===== src/rtl/dp_regmx16_arb_if.sv =====
// Handshake bundle between the mux-register arbiter, its two producers and its consumer.
// The master side is the producer/consumer environment; the slave side is the arbiter.
interface dp_regmx16_arb_if;
    logic       req_a;
    logic       ack_a;
    logic       req_b;
    logic       ack_b;
    logic [1:0] select;
    logic       data_valid;
    logic       data_take;
    logic       data_src;

    modport master (
        output req_a, req_b, data_take,
        input  ack_a, ack_b, select, data_valid, data_src
    );

    modport slave (
        input  req_a, req_b, data_take,
        output ack_a, ack_b, select, data_valid, data_src
    );
endinterface


===== src/rtl/dp_regmx16_arb.sv =====
// Controller/arbiter for one shared 16-bit mux register used as a one-entry buffer.
// Two producers compete for the load; grants are round-robin or fixed-priority with a starvation guard.
module dp_regmx16_arb #(
    parameter bit          PRI_FIXED = 1'b0,
    parameter int unsigned MAX_WAIT  = 8
) (
    input logic              clk,
    input logic              reset,
    dp_regmx16_arb_if.slave  bus
);

    localparam logic [3:0] WAIT_LIMIT = 4'(MAX_WAIT);

    logic       data_valid_q;
    logic       data_src_q;
    logic       last_grant_q;
    logic [3:0] wait_cnt;

    logic take;
    logic can_load;
    logic grant_a;
    logic grant_b;

    assign take     = data_valid_q & bus.data_take;
    assign can_load = !data_valid_q | take;

    // A load may overlap the consumer's take, giving one word per cycle.
    always_comb begin
        grant_a = 1'b0;
        grant_b = 1'b0;
        if (!reset && can_load) begin
            if (bus.req_a && bus.req_b) begin
                if (PRI_FIXED) begin
                    if (wait_cnt == WAIT_LIMIT) grant_b = 1'b1;
                    else                        grant_a = 1'b1;
                end else begin
                    if (last_grant_q) grant_a = 1'b1;
                    else              grant_b = 1'b1;
                end
            end else if (bus.req_a) begin
                grant_a = 1'b1;
            end else if (bus.req_b) begin
                grant_b = 1'b1;
            end
        end
    end

    assign bus.ack_a      = grant_a;
    assign bus.ack_b      = grant_b;
    assign bus.select     = {grant_b, grant_a};
    assign bus.data_valid = data_valid_q;
    assign bus.data_src   = data_src_q;

    // last_grant resets to B so that A wins the first tie.
    always_ff @(posedge clk) begin
        if (reset) begin
            data_valid_q <= 1'b0;
            data_src_q   <= 1'b0;
            last_grant_q <= 1'b1;
        end else if (grant_a || grant_b) begin
            data_valid_q <= 1'b1;
            data_src_q   <= grant_b;
            last_grant_q <= grant_b;
        end else if (take) begin
            data_valid_q <= 1'b0;
        end
    end

    // Counts how often an eligible B lost to A; at the limit B is forced through.
    always_ff @(posedge clk) begin
        if (reset || !PRI_FIXED) begin
            wait_cnt <= 4'd0;
        end else if (grant_b) begin
            wait_cnt <= 4'd0;
        end else if (grant_a && bus.req_b && wait_cnt != WAIT_LIMIT) begin
            wait_cnt <= wait_cnt + 4'd1;
        end
    end

endmodule

===== src/flat_wrapper.sv =====
// flat-port wrapper written by rule: the top's interface ports become plain ports
module dp_regmx16_arb_flat 
#(
    parameter bit          PRI_FIXED = 1'b0,
    parameter int unsigned MAX_WAIT  = 8
)
  (clk, reset, bus_req_a, bus_req_b, bus_data_take, bus_ack_a, bus_ack_b, bus_select, bus_data_valid, bus_data_src);
  dp_regmx16_arb_if bus_i ();
  input logic clk;
  input logic reset;
  input wire logic [$bits(bus_i.req_a)-1:0] bus_req_a;
  input wire logic [$bits(bus_i.req_b)-1:0] bus_req_b;
  input wire logic [$bits(bus_i.data_take)-1:0] bus_data_take;
  output wire logic [$bits(bus_i.ack_a)-1:0] bus_ack_a;
  output wire logic [$bits(bus_i.ack_b)-1:0] bus_ack_b;
  output wire logic [$bits(bus_i.select)-1:0] bus_select;
  output wire logic [$bits(bus_i.data_valid)-1:0] bus_data_valid;
  output wire logic [$bits(bus_i.data_src)-1:0] bus_data_src;
  assign bus_i.req_a = bus_req_a;
  assign bus_i.req_b = bus_req_b;
  assign bus_i.data_take = bus_data_take;
  assign bus_ack_a = bus_i.ack_a;
  assign bus_ack_b = bus_i.ack_b;
  assign bus_select = bus_i.select;
  assign bus_data_valid = bus_i.data_valid;
  assign bus_data_src = bus_i.data_src;
  dp_regmx16_arb #(.PRI_FIXED(PRI_FIXED), .MAX_WAIT(MAX_WAIT)) u_core (.clk(clk), .reset(reset), .bus(bus_i));
endmodule

===== config.mk =====
export PLATFORM = sky130hd
export DESIGN_NAME = dp_regmx16_arb_flat
export DESIGN_NICKNAME = d
export VERILOG_FILES = /design/src/rtl/dp_regmx16_arb_if.sv /design/src/rtl/dp_regmx16_arb.sv /design/src/flat_wrapper.sv
export SDC_FILE = /design/constraint.sdc
export NUM_CORES = 1
export LEC_CHECK = 0
export ABC_AREA = 1
export CORE_AREA = 4 4 41 43
export CTS_CLUSTER_DIAMETER = 120
export DETAILED_ROUTE_END_ITERATION = 8
export DIE_AREA = 0 0 45 47
export PLACE_DENSITY_LB_ADDON = 0.2
export SYNTH_ARGS = -nofsm -noshare
export SYNTH_HDL_FRONTEND = slang
export SYNTH_SLANG_ARGS = --single-unit
export TNS_END_PERCENT = 30

===== constraint.sdc =====
create_clock -name clk -period 0.8 [get_ports clk]
set_input_delay 0.12 -clock clk [delete_from_list [all_inputs] [get_ports clk]]
set_output_delay 0.12 -clock clk [all_outputs]
set_load 0.005 [all_outputs]

# Word-level counts from Yosys, hierarchy flattened
# Cells that the tools add are included.
dict set report word_totals {
  ram_bits 0
  rom_bits 0
  latch_bits 0
  reg_bits 3
  n_memories 0
  input_bits 5
}
dict set report op_classes {
  shift 0
  n_mux 11
  magnitude_cmp 0
  div 0
  eq_ne 0
  n_reduce_logical 6
  n_bitwise 2
  n_mul 0
  add_sub_neg 0
}
# op n
set ops {}
lappend ops {{2-to-1 mux 1 bit} 11}
lappend ops {{logical AND 1 bit} 2}
lappend ops {{logical NOT 1 bit} 2}
lappend ops {{nonzero test 2 bit} 1}
lappend ops {{bitwise AND 1 bit} 1}
lappend ops {{logical OR 1 bit} 1}
lappend ops {{OR 1 bit} 1}

# Depth between registers and ports, before layout
dict set report depth {
  word_depth 6
  ltp_mapped 6
}

# Least setup slack after synthesis
# OpenSTA, ideal clock, no wires.
dict set report synth_timing {
  path_type {register to output}
  from {register u_core.data_valid_q (netlist: u_core.bus.data_valid)}
  to {output port bus_select[1]}
  path_buffers 1
  t_arrival_ns 0.770
  slack_ns -0.090
  required_ns 0.680
  path_stages_with_launch 5
  path_cell_list {dfxtp_1 a21oi_1 nand2_1 inv_1 buf_4}
}
dict set report synth_between {
  elab_chain_len 4
  word_cells_on_any_way 5
}
# item line
set synth_lines {}
lappend synth_lines {{start: declaration} dp_regmx16_arb.sv:14} ;# logic data_valid_q;
lappend synth_lines {{start signal: assignment} dp_regmx16_arb.sv:57} ;# data_valid_q <= 1'b0;
lappend synth_lines {{start signal: assignment} dp_regmx16_arb.sv:61} ;# data_valid_q <= 1'b1;
lappend synth_lines {{start signal: assignment} dp_regmx16_arb.sv:65} ;# data_valid_q <= 1'b0;
lappend synth_lines {{bitwise AND 1 bit or logical NOT 1 bit (tied branches)} {dp_regmx16_arb.sv:24, dp_regmx16_arb.sv:25}}
lappend synth_lines {{OR 1 bit (*)} dp_regmx16_arb.sv:25} ;# assign can_load = !data_valid_q | take;
lappend synth_lines {{logical AND 1 bit (*)} dp_regmx16_arb.sv:31} ;# if (!reset && can_load) begin
lappend synth_lines {{2-to-1 mux 1 bit (*)} dp_regmx16_arb.sv:31}
lappend synth_lines {{end: declaration} flat_wrapper.sv:16} ;# output wire logic [$bits(bus_i.select)-1:0] bus_select;
# Every way passes the cells marked *; elsewhere a longest branch is shown, timed or not.

# Final worst setup path
dict set report layout_timing {
  from {register u_core.data_valid_q (netlist: u_core.bus.data_valid)}
  to {output port bus_ack_a}
}
dict set report layout_between {
  elab_chain_len 4
  word_cells_on_any_way 5
}
# item line
set layout_lines {}
lappend layout_lines {{bitwise AND 1 bit or logical NOT 1 bit (tied branches)} {dp_regmx16_arb.sv:24, dp_regmx16_arb.sv:25}}
lappend layout_lines {{OR 1 bit (*)} dp_regmx16_arb.sv:25}
lappend layout_lines {{logical AND 1 bit (*)} dp_regmx16_arb.sv:31}
lappend layout_lines {{2-to-1 mux 1 bit (*)} dp_regmx16_arb.sv:31}
lappend layout_lines {{end: declaration} flat_wrapper.sv:14} ;# output wire logic [$bits(bus_i.ack_a)-1:0] bus_ack_a;
# Marks and branches as above.

==> results.ini <==
[layout]
flow.area_growth_from_synthesis_pct=102
nNetsFinal=53
insertedDiodeCount=0
final_area_um2=344
final_core_utilization_pct=26.4
fillers=159
post_route_cells_drive_above_1_share_pct=53.2

[setup_path]
critPathMaxFanout=2
worstPathCellList=a21oi_2 > nand2_1 > inv_1 > buf_2
critPathArrivalTime_ns=0.95
path_class=flop to primary output
crit_family=flip-flops
r2r_setup_slack_ns=-0.19
crit_end=bus_ack_a
regToRegEndpoint=u_core.bus.data_src$_SDFFE_PP0P_
critPathBufInv=2
critical_path.reg2reg.startpoint=u_core.bus.data_valid$_SDFFE_PP0P_
critical_path.slowest_cell=dfxtp_2
reg2reg_depth=6
timing.critical_path.from=u_core.bus.data_valid$_SDFFE_PP0P_
critical_path_cell_count=4
cp_capture_type=primary output
cp_slowest_stage_delay_ns=0.31
critPathLaunchType=flop
worst_ep_required_time_ns=0.68

[grt]
globalRouteOverflowTotal=0
grt_pass1_wl_um=752
globalRouteTotalUtil_pct=5.61
grt_start_max_net_pins=5
via_count_of_the_first_global_routing_pass=194
antenna_found_initial=0

[floorplanning]
core_area_um2=1300
top_level_ports=11
chipWidth_um=45
design.die.area_um2=2120
die_h_um=47
initial_utilization_pct=13.1
rows=13

[timing]
unrepaired_setup_endpoints_after_global_routing=true
finalCriticalPeriod_ns=1.07
setup_violations_final=7
max-slew-margin-rel_pct=90.3
holdWs_ns=0.220
fin_crit_sh_pct=133
achievable-frequency_mhz=937
final_hold_violation_count=0
final-max-slew-violation-count=0
worst_pin_slew_ns=0.146
skew_ns=0.00328
finalWorstSetupSlack_ns=-0.268

[place]
buffer_ports.inserted=10
dp_worst_setup_slack_ns=-0.776
dp_hpwl_um=388
global_placement_routability_congestion=0.746
placed_cell_area_um2=320

[clocking]
cts.htree.levels=1
cts_inserted_buffers=3
numClockSinks=3
cts_tree=done
clkTransAtPathRegs_ns=0.04
hold_buf_cts=0
ctsRootBufferMaster=clkbuf_4
clkLatencyLatePin_ns=0.23
max-clock-path-buffers=2

[power_and_ir_drop]
cellLeakagePower_uw=0.000207
p_total_uw=558
powerDensity_nw_per_um2=1620
vdd.ir_drop.worst_uv=641

[route]
remaining_drc_errors=0
post_detailed_route_wirelength_per_cell_um=7.65
dr_total_vias=220
drtPass1Iterations=2
wirelength_um=474
starting_drt_drc_count=1
route.detailed.vias_per_inst=3.55
detail-route-antenna-nets=0

[yosys]
synthesis.nets=33
synth.ff_latch_count=3
seq_area_frac_synth_pct=35.3
ys_top_cells_by_area=dfxtp_1 (35%), nand2_1 (18%), inv_1 (15%)
netlist.top_cell.by_area=dfxtp_1
netlist_instances=28
synth_top_area_share_pct=35.3
yosys.cell_types.count=7
ys_warn_count=0
synthesis.area_um2=170
synth_area_per_cell_um2=6.08

[outcome]
run_status=complete, but fails checks
violations=setup timing

[worst_hold_path]
worstHoldPathType=input pin to flop

[job]
maxCapViolCount=0

cells by family after synthesis:
family | count (synthesis) | share of synthesized area (%)
DFF | 3 | 35.3
and+or+nand+nor | 12 | 28.7
AOI/OAI and AO/OA | 4 | 11.8
buffers and inverters | 9 | 24.3
placed cells by master, fill, tap and decap left out:
cell type       instances
dlygate4sd2_1           3
nand3_2                 1
inv_2                   2
buf_6                   1
dfxtp_2                 3
clkbuf_4                3
buf_4                   6
buf_2                   5
nand3_1                 2
nand2_1                 7
a21oi_1                 2
dlymetal6s2s_1          1
clkbuf_1                1
nor2_1                  1
inv_1                   5
nand2_2                 1
a21oi_2                 2
clkbuf_2                1
area by class of cell:
type / instances / area [um^2] / area share (%)
Multi-Input combinational cell: 16 / 83.8 / 24.4
Inverter: 7 / 26.3 / 7.64
Clock buffer: 4 / 26.3 / 7.64
Timing Repair Buffer: 17 / 125 / 36.4
Sequential cell: 3 / 63.8 / 18.5
Tap cell: 15 / 18.8 / 5.45
Yosys cell counts:
cell / count
a21oi_1: 4
buf_4: 2
dfxtp_1: 3
inv_1: 7
nand2_1: 8
nand3_1: 3
nor2_1: 1
worst reg2reg max path: stages (launching register included):
cell	delay, ns
dfxtp_2	0.31
a21oi_2	0.15
nand2_1	0.08
buf_4	0.13
buf_4	0.11
nand2_1	0.04
nand2_1	0.04
power by group:
group / internal, uW / switching (uW)
clock: 187 / 75.5
sequential: 165 / 7.86
combinational: 68.4 / 54.5
metal layers:
layer / part of all wire [%] / vias to the layer above / global-route usage [%]
li1: - / 120 / -
met1: 39 / 98 / 5.45
met2: 60 / 2 / 7.34
met3: 1.3 / 0 / 2.30
met4: 0 / 0 / 8.77
met5: 0 / - / 0
state kept, by name, indices dropped and copies added, names as in the netlist:
signal / count
u_core.bus.data_valid: 1
u_core.bus.data_src: 1
u_core.last_grant_q: 1
timing repair:
action                                  4_1_cts  5_1_grt
resized for setup                            30        3
pin swaps                                     5        4
buffers inserted                              2        0
endpoints found under the setup margin        9        9
worst min path at each step:
stage	slack, ns	cells past startpoint	end	from
6_report	0.22	3	u_core.bus.data_valid$_SDFFE_PP0P_	reset
5_1_grt	0.23	3	u_core.bus.data_valid$_SDFFE_PP0P_	reset
4_1_cts	0.36	4	u_core.bus.data_valid$_SDFFE_PP0P_	bus_req_a
3_5_place_dp	0.51	2	u_core.last_grant_q$_SDFFE_PP1P_	u_core.last_grant_q$_SDFFE_PP1P_
3_3_place_gp	0.50	2	u_core.last_grant_q$_SDFFE_PP1P_	u_core.last_grant_q$_SDFFE_PP1P_
2_1_floorplan	0.18	1	u_core.bus.data_valid$_SDFFE_PP0P_	reset
through the flow:
step | setup TNS (ns) | std cells
3_5_place_dp | -4.51 | 56
3_3_place_gp | -4.55 | 56
5_1_grt | -1.92 | 62
6_report | -1.43 | 62
2_1_floorplan | -0.0292 | 28
4_1_cts | -1.70 | 62
(Power assumes the default switching activity.)
